<file path="src/rtl/lsu_pkg.sv">
// ----------------------------------------------------------------------------
// lsu_pkg : shared encodings, FSM states and alignment result type for lsu
// Revision: 1.0
// ----------------------------------------------------------------------------
`default_nettype none

package lsu_pkg;

  localparam int c_xlen = 32;

  // funct3 encodings (store side uses b/h/w only)
  localparam logic [2:0] c_f3_b  = 3'b000;
  localparam logic [2:0] c_f3_h  = 3'b001;
  localparam logic [2:0] c_f3_w  = 3'b010;
  localparam logic [2:0] c_f3_bu = 3'b100;
  localparam logic [2:0] c_f3_hu = 3'b101;

  localparam logic [3:0] c_be_none    = 4'b0000;
  localparam logic [3:0] c_be_byte0   = 4'b0001;
  localparam logic [3:0] c_be_lo_half = 4'b0011;
  localparam logic [3:0] c_be_hi_half = 4'b1100;
  localparam logic [3:0] c_be_word    = 4'b1111;

  typedef enum logic [1:0] {
    IDLE  = 2'd0,
    REQ   = 2'd1,
    DONE  = 2'd2,
    FAULT = 2'd3
  } lsu_state_t;

  typedef struct packed {
    logic [3:0]        be;
    logic [c_xlen-1:0] data;
    logic              misaligned;
    logic              illegal;
  } req_align_t;

endpackage

`default_nettype wire

</file>
<file path="src/rtl/lsu_align.sv">
// ----------------------------------------------------------------------------
// lsu_align : store lane steering / access checks and load lane extraction
// Revision: 1.0
// ----------------------------------------------------------------------------
`default_nettype none

module lsu_align
  import lsu_pkg::*;
#(
  parameter int WIDTH = 32
) (
  input  logic             is_store,
  input  logic [2:0]       funct3,
  input  logic [1:0]       addr_lo,
  input  logic [WIDTH-1:0] wdata,
  input  logic [2:0]       ld_funct3,
  input  logic [1:0]       ld_addr_lo,
  input  logic [WIDTH-1:0] mem_rdata,
  output logic [3:0]       be,
  output logic [WIDTH-1:0] lane_wdata,
  output logic             misaligned,
  output logic             illegal,
  output logic [WIDTH-1:0] ld_result
);

  function automatic req_align_t align_req(input logic st, input logic [2:0] f3,
                                           input logic [1:0] lo, input logic [c_xlen-1:0] wd);
    req_align_t r;
    r    = '0;
    r.be = c_be_word;
    case (f3)
      c_f3_b: begin
        if (st) begin
          r.be   = c_be_byte0 << lo;
          r.data = {4{wd[7:0]}};
        end
      end
      c_f3_h: begin
        r.misaligned = lo[0];
        if (st) begin
          r.be   = lo[1] ? c_be_hi_half : c_be_lo_half;
          r.data = {2{wd[15:0]}};
        end
      end
      c_f3_w: begin
        r.misaligned = |lo;
        if (st) r.data = wd;
      end
      c_f3_bu, c_f3_hu: begin
        r.illegal    = st;
        r.misaligned = f3[0] & lo[0];
      end
      default: r.illegal = 1'b1;
    endcase
    return r;
  endfunction

  function automatic logic [c_xlen-1:0] extract_load(input logic [2:0] f3, input logic [1:0] lo,
                                                     input logic [c_xlen-1:0] rd);
    logic [7:0]  b;
    logic [15:0] h;
    b = rd[{lo, 3'b000} +: 8];
    h = rd[{lo[1], 4'b0000} +: 16];
    case (f3)
      c_f3_b:  return {{24{b[7]}}, b};
      c_f3_h:  return {{16{h[15]}}, h};
      c_f3_bu: return {24'd0, b};
      c_f3_hu: return {16'd0, h};
      default: return rd;
    endcase
  endfunction

  req_align_t w_req;

  assign w_req      = align_req(is_store, funct3, addr_lo, wdata);
  assign be         = w_req.be;
  assign lane_wdata = w_req.data;
  assign misaligned = w_req.misaligned;
  assign illegal    = w_req.illegal;
  assign ld_result  = extract_load(ld_funct3, ld_addr_lo, mem_rdata);

endmodule

`default_nettype wire

</file>
<file path="src/rtl/lsu.sv">
// ----------------------------------------------------------------------------
// lsu : RV32I load/store unit with req/ready data-memory handshake
// Revision: 1.0
// ----------------------------------------------------------------------------
`default_nettype none

module lsu
  import lsu_pkg::*;
#(
  parameter int WIDTH = 32
) (
  input  logic             clk,
  input  logic             rst_n,
  input  logic             start,
  input  logic             is_store,
  input  logic [2:0]       funct3,
  input  logic [WIDTH-1:0] addr,
  input  logic [WIDTH-1:0] wdata,
  output logic             stall,
  output logic             done,
  output logic [WIDTH-1:0] rdata,
  output logic             fault,
  output logic             mem_req,
  output logic             mem_we,
  output logic [WIDTH-1:0] mem_addr,
  output logic [3:0]       mem_be,
  output logic [WIDTH-1:0] mem_wdata,
  input  logic             mem_ready,
  input  logic [WIDTH-1:0] mem_rdata
);

  lsu_state_t       r_state;
  logic             r_mem_req;
  logic             r_mem_we;
  logic [WIDTH-1:0] r_mem_addr;
  logic [3:0]       r_mem_be;
  logic [WIDTH-1:0] r_mem_wdata;
  logic             r_done;
  logic             r_fault;
  logic [WIDTH-1:0] r_rdata;
  logic             r_is_store;
  logic [2:0]       r_funct3;
  logic [1:0]       r_addr_lo;

  logic [3:0]       w_be;
  logic [WIDTH-1:0] w_lane_wdata;
  logic             w_misaligned;
  logic             w_illegal;
  logic [WIDTH-1:0] w_ld_result;

  lsu_align #(.WIDTH(WIDTH)) u_align (
    .is_store   (is_store),
    .funct3     (funct3),
    .addr_lo    (addr[1:0]),
    .wdata      (wdata),
    .ld_funct3  (r_funct3),
    .ld_addr_lo (r_addr_lo),
    .mem_rdata  (mem_rdata),
    .be         (w_be),
    .lane_wdata (w_lane_wdata),
    .misaligned (w_misaligned),
    .illegal    (w_illegal),
    .ld_result  (w_ld_result)
  );

  always_ff @(posedge clk) begin
    if (!rst_n) begin
      r_state     <= IDLE;
      r_mem_req   <= 1'b0;
      r_mem_we    <= 1'b0;
      r_mem_addr  <= '0;
      r_mem_be    <= c_be_none;
      r_mem_wdata <= '0;
      r_done      <= 1'b0;
      r_fault     <= 1'b0;
      r_rdata     <= '0;
      r_is_store  <= 1'b0;
      r_funct3    <= 3'b000;
      r_addr_lo   <= 2'b00;
    end else begin
      case (r_state)
        IDLE: begin
          r_done  <= 1'b0;
          r_fault <= 1'b0;
          if (start) begin
            if (w_misaligned || w_illegal) begin
              r_state <= FAULT;
              r_done  <= 1'b1;
              r_fault <= 1'b1;
              r_rdata <= '0;
            end else begin
              r_state     <= REQ;
              r_mem_req   <= 1'b1;
              r_mem_we    <= is_store;
              r_mem_addr  <= {addr[WIDTH-1:2], 2'b00};
              r_mem_be    <= w_be;
              r_mem_wdata <= w_lane_wdata;
              r_is_store  <= is_store;
              r_funct3    <= funct3;
              r_addr_lo   <= addr[1:0];
            end
          end
        end
        REQ: begin
          // request fields stay frozen until the memory answers
          if (mem_ready) begin
            r_state   <= DONE;
            r_mem_req <= 1'b0;
            r_mem_we  <= 1'b0;
            r_done    <= 1'b1;
            r_fault   <= 1'b0;
            r_rdata   <= r_is_store ? '0 : w_ld_result;
          end
        end
        DONE, FAULT: begin
          r_state <= IDLE;
          r_done  <= 1'b0;
          r_fault <= 1'b0;
        end
        default: r_state <= IDLE;
      endcase
    end
  end

  // combinational so the core freezes in the very cycle the access is accepted
  assign stall     = ((r_state == IDLE) && start) || (r_state == REQ);
  assign done      = r_done;
  assign fault     = r_fault;
  assign rdata     = r_rdata;
  assign mem_req   = r_mem_req;
  assign mem_we    = r_mem_we;
  assign mem_addr  = r_mem_addr;
  assign mem_be    = r_mem_be;
  assign mem_wdata = r_mem_wdata;

endmodule

`default_nettype wire

</file>
<file path="config.mk">
export PLATFORM = sky130hd
export DESIGN_NAME = lsu
export DESIGN_NICKNAME = d
export VERILOG_FILES = /design/src/rtl/lsu_pkg.sv /design/src/rtl/lsu_align.sv /design/src/rtl/lsu.sv
export SDC_FILE = /design/constraint.sdc
export NUM_CORES = 1
export LEC_CHECK = 0
export CORE_MARGIN = 5
export CORE_UTILIZATION = 34
export CTS_CLUSTER_DIAMETER = 200
export DETAILED_ROUTE_END_ITERATION = 6
export MAX_ROUTING_LAYER = met4
export PLACE_DENSITY = 0.65
export RECOVER_POWER = 50
export SKIP_LAST_GASP = 1
export SLEW_MARGIN = 20
export SYNTH_ARGS = -nofsm -noshare
export SYNTH_HDL_FRONTEND = slang
export SYNTH_SLANG_ARGS = --single-unit
</file>
<file path="constraint.sdc">
create_clock -name clk -period 2.3 [get_ports clk]
set_clock_uncertainty 0.05 [all_clocks]
set_input_delay 0.46 -clock clk [delete_from_list [all_inputs] [get_ports clk]]
set_output_delay 0.46 -clock clk [all_outputs]
set_load 0.005 [all_outputs]
</file>
Word-level counts from Yosys, hierarchy flattened
Index checks and enable logic that the tools add are counted.
{ "word_totals": {"out_inout_bits": 105, "wordCells": 76, "input_bits": 104, "regBits": 110} }
{ "op_classes": {"eq_ne": 14, "n_reduce_logical": 15, "shift": 3, "n_mux": 30, "n_bitwise": 2} }
{ "ops": {"columns": ["cell", "count"], "rows": [
  ["$mux 32", 5],
  ["$pmux 32 s4", 1],
  ["$pmux 32 s3", 1],
  ["$mux 36", 2],
  ["$pmux 32 s2", 1],
  ["$shiftx 32x6->16", 1],
  ["$shiftx 32x6->8", 1],
  ["$eq 3x3->1 const B", 4],
  ["$pmux 1 s3", 3],
  ["$mux 1", 8],
  ["$ne 2x2->1 const B", 4],
  ["$pmux 4 s2", 1],
  ["$reduce_and 4->1", 2],
  ["$eq 3x1->1 const B", 2],
  ["$logic_not 3->1", 2],
  ["$mux 2", 3],
  ["$pmux 1 s2", 3],
  ["$pmux 2 s3", 1],
  ["$reduce_or 2->1", 3],
  ["$eq 2x2->1 const B", 2],
  ["$mux 4", 1],
  ["$shl 1x2->4 const A", 1],
  ["$eq 3x2->1 const B", 1],
  ["$reduce_and 3->1", 1],
  ["9 further kinds", 10]
]} }

Longest topological paths before layout
{ "depth": {"ltp_word": 7, "mapped_depth": 7, "ltp_nobuf": 4} }

Modules after synthesis
A second synthesis with hierarchy kept.
{ "hier_totals": {"cells_unflattened": 755, "hier_area_um2": 6035.8} }
{ "modules_own_cells": {"columns": ["module", "seq_area_each_um2", "cells_each", "area_each_um2", "instances"], "rows": [
  ["lsu", 2202.1, 528, 4715.8, 1],
  ["lsu_align", 0.0, 227, 1320.0, 1]
]} }

Worst setup path after synthesis
Ideal clock, no wire load.
{ "synth_path": {"path_type": "input to register", "start": "input port mem_rdata[7]", "end": "register r_rdata[21] (netlist: rdata[21])", "path_buffers": 1, "path_slack_ns": 0.555, "setup_ns": 0.123, "t_required_ns": 2.127, "path_stages": 5, "t_arrival_ns": 1.573, "path_cell_list": "nor2b_1 a2111o_1 a31oi_1 clkbuf_2 o21ai_0"} }
{ "synth_between": {"elab_chain_cells": 5} }
{ "synth_rtl": {"columns": ["element", "line_no", "text"], "rows": [
  ["from (decl)", "lsu.sv:29", "input logic [WIDTH-1:0] mem_rdata"],
  ["$shiftx 32x6->8", "lsu_align.sv:62", "b = rd[{lo, 3'b000} +: 8];"],
  ["$pmux 32 s4", "lsu_align.sv:64", "case (f3)"],
  ["$mux 32", "lsu.sv:112", "r_rdata <= r_is_store ? '0 : w_ld_result;"],
  ["$mux 32", "lsu.sv:106", "if (mem_ready) begin"],
  ["$pmux 32 s2", "lsu.sv:81", "case (r_state)"],
  ["to (signal assigned)", "lsu.sv:112", null],
  ["to (decl)", "lsu.sv:40", "logic [WIDTH-1:0] r_rdata;"]
]} }
Every way passes these cells. The select of a mux whose other input is x is not followed.
A chain may end at the register's enable or synchronous reset.

Worst setup path after layout
{ "layout_path": {"start": "input port start", "end": "output port stall"} }
{ "layout_between": {"elab_chain_cells": 2} }
{ "layout_rtl": {"columns": ["element", "line_no", "text"], "rows": [
  ["from (decl)", "lsu.sv:14", "input logic start,"],
  ["$logic_and 1x1->1", "lsu.sv:126", "assign stall = ((r_state == IDLE) && start) || (r_state == REQ);"],
  ["$logic_or 1x1->1", "lsu.sv:126", null],
  ["to (decl)", "lsu.sv:19", "output logic stall,"]
]} }
Every way passes these cells.

==> impl_metrics.env <==
export IMPL_postCtsSetupRepairBufs=0
export IMPL_power_mw=4.320
export IMPL_die_w_um=133.2
export IMPL_final_period_utilization_pct=95.00
export IMPL_ios=209
export IMPL_clk_latency_ns=0.35
export IMPL_cts_resized=0
export IMPL_ys_types=48
export IMPL_setup_viol=0
export IMPL_fin_cells=1023
export IMPL_grt_first_pass_wirelength_um=27620
export IMPL_status="complete, no violations"
export IMPL_overflow=0
export IMPL_final_area_mm2=0.007834
export IMPL_synth_seq_cells=110
export IMPL_hold_ws_ns=0.3905
export IMPL_start_util_pct=34.32
export IMPL_port_buffers=206
export IMPL_startpoint_type="input pin"
export IMPL_reg2reg_depth=4
export IMPL_finalCriticalPeriod_ns=2.185
export IMPL_drv_cap=0
export IMPL_postPlaceCellArea_mm2=0.007545
export IMPL_maxSlewHeadroom_pct=11.05
export IMPL_die_h_um=133.2
export IMPL_drive_above_1_share_pct=7.813
export IMPL_regToRegSetupSlack_ns=0.26
export IMPL_rows=45
export IMPL_path_class="in2out"
export IMPL_synth_most_common_cell="nand2_1"
export IMPL_grt_util_all_layers_pct=19.72
export IMPL_rsz0062_at_grt="false"
export IMPL_timing_rr_end="rdata[3]"
export IMPL_finalWeightedCongestion=0.9200
export IMPL_clockBufferDepth=2
export IMPL_synth_seq_area_share_pct=42.68
export IMPL_cts_max_level=3
export IMPL_clk_pin_slew_ns=0.07
export IMPL_dpl_worst_slack_ns=-0.05607
export IMPL_wirelength_um=17270
export IMPL_syn_area_mm2=0.005160
export IMPL_syn_to_final_growth_pct=51.82
export IMPL_syn_inst=625
export IMPL_first_pass_iters=5
export IMPL_grt_max_degree=81
export IMPL_ant_nets=0
export IMPL_antenna_found_initial=3
export IMPL_powerDensity_mw_per_mm2=551.4
export IMPL_synthArstFlopShare_pct=0
export IMPL_synth_avg_cell_area_um2=8.256
export IMPL_finalHoldViolCount=0
export IMPL_cts_made_buffers=9
export IMPL_cts_root_buf="clkbuf_16"
export IMPL_hp_class="reg2reg"
export IMPL_die_area_mm2=0.01774
export IMPL_r2r_start="r_addr_lo[0]"
export IMPL_avgRoutedWirePerCell_um=16.88
export IMPL_grt_pass1_vias=5390
export IMPL_max_freq_mhz=457.7
export IMPL_tightest_slew_ns=1.334
export IMPL_fin_tns_setup_ns=0
export IMPL_synth_edf_count=0
export IMPL_vias_per_cell=5.107
export IMPL_critPathArrivalTime_ns=1.68
export IMPL_crit_required_ns=1.79
export IMPL_postCtsHoldBufs=0
export IMPL_peakVddDrop_mv=0.3762
export IMPL_yosysWarnings=0
export IMPL_crit_fanout=3
export IMPL_slew_viol_final=0
export IMPL_drc=0
export IMPL_fillCellCount=1410
export IMPL_layout_setup_ws_ns=0.1150
export IMPL_dp_cells=1005
export IMPL_yosys_top_cells_area="dfxtp_1, nand2_1, o21ai_0"
export IMPL_cts_sinks=110
export IMPL_dp_hpwl_um=13270
export IMPL_yosys_area_top_type="dfxtp_1"
export IMPL_core_area_mm2=0.01503
export IMPL_synth_ff_type="dfxtp_1"
export IMPL_endpoint_kind="output pin"
export IMPL_synth_common_cells="nand2_1, dfxtp_1, o21ai_0"
export IMPL_cp_endpoint="stall"
export IMPL_finalNetCount=932
export IMPL_synth_top_area_share_pct=42.68
export IMPL_cts_tree="done"
export IMPL_vias=5224
export IMPL_drt_iter0_drc=282
export IMPL_crit_path_start="start"
export IMPL_utilization_pct=52.11
export IMPL_power_leakage_nw=3.118
area by class of cell:
| type | instances | area (um2) | share of cell area [%] |
|---|---|---|---|
| Inverter | 4 | 15.01 | 0.1917 |
| Tap cell | 188 | 235.2 | 3.003 |
| Sequential cell | 110 | 2202 | 28.11 |
| Multi-Input combinational cell | 459 | 2700 | 34.47 |
| Clock buffer | 15 | 287.8 | 3.674 |
| Antenna cell | 3 | 7.507 | 0.09583 |
| Timing Repair Buffer | 244 | 2386 | 30.46 |
worst max-delay path, cell delays in order:
cell and delay [ns]:
clkdlybuf4s50_1 0.50, nor2_1 0.05, nor2_1 0.13, clkdlybuf4s50_1 0.54
cell families after synthesis:
| kind of cell | count (synthesis) | synth area share [%] |
|---|---|---|
| AND/OR/NAND/NOR | 229 | 21.12 |
| AO/OA/AOI/OAI | 202 | 25.41 |
| flip-flops | 110 | 42.68 |
| buffers and inverters | 57 | 5.237 |
| multiplexers | 26 | 5.480 |
| other | 1 | 0.07268 |
layer usage:
layer | routed length, um | vias up | GRT usage [%]
met5 | 0 | - | -
met4 | 464 | 0 | 7.829
met3 | 1509 | 32 | 6.647
met2 | 8016 | 187 | 31.32
met1 | 7275 | 2429 | 23.07
li1 | - | 2576 | -
report_power, final:
group | switching [mW] | internal (mW)
sequential | 0.0448 | 1.97
clock | 0.677 | 0.850
combinational | 0.349 | 0.426
total | 1.07 | 3.25
placed cells by master, fill, tap and decap left out, types with 3 or more instances in the layout:
master           count
diode_2              3
nand2b_1             3
clkbuf_8             4
a21boi_1            30
a211o_1              7
buf_12               4
inv_1                4
o21ai_0             76
or3_1               15
nand2_1            139
clkbuf_16            9
buf_4               31
clkbuf_1             3
nor2b_1             13
o211ai_1             5
clkdlybuf4s50_1    103
a21oi_1             25
a21boi_0            40
nand3_1             26
dlygate4sd3_1      102
mux2i_1             17
o211a_1              4
dfxtp_1            110
nor2_1               7
and3b_1              7
nand3b_1             9
mux2_2               8
sequential cells by signal (all words and copies together) (netlist names), 2 cells and up:
signal,count
mem_be,4
mem_wdata,32
mem_addr,30
r_state,2
rdata,32
r_addr_lo,2
r_funct3,3
worst min-delay path by stage:
stage	from	end	slack, ns	cells past startpoint
2_1_floorplan	rdata[15]	rdata[15]	0.39	2
3_3_place_gp	rdata[15]	rdata[15]	0.38	2
3_5_place_dp	rdata[15]	rdata[15]	0.38	2
4_1_cts	rdata[15]	rdata[15]	0.40	2
5_1_grt	mem_addr[17]	mem_addr[17]	0.42	2
6_report	rdata[15]	rdata[15]	0.39	2
Note: power is estimated with default switching activity, not from simulation.
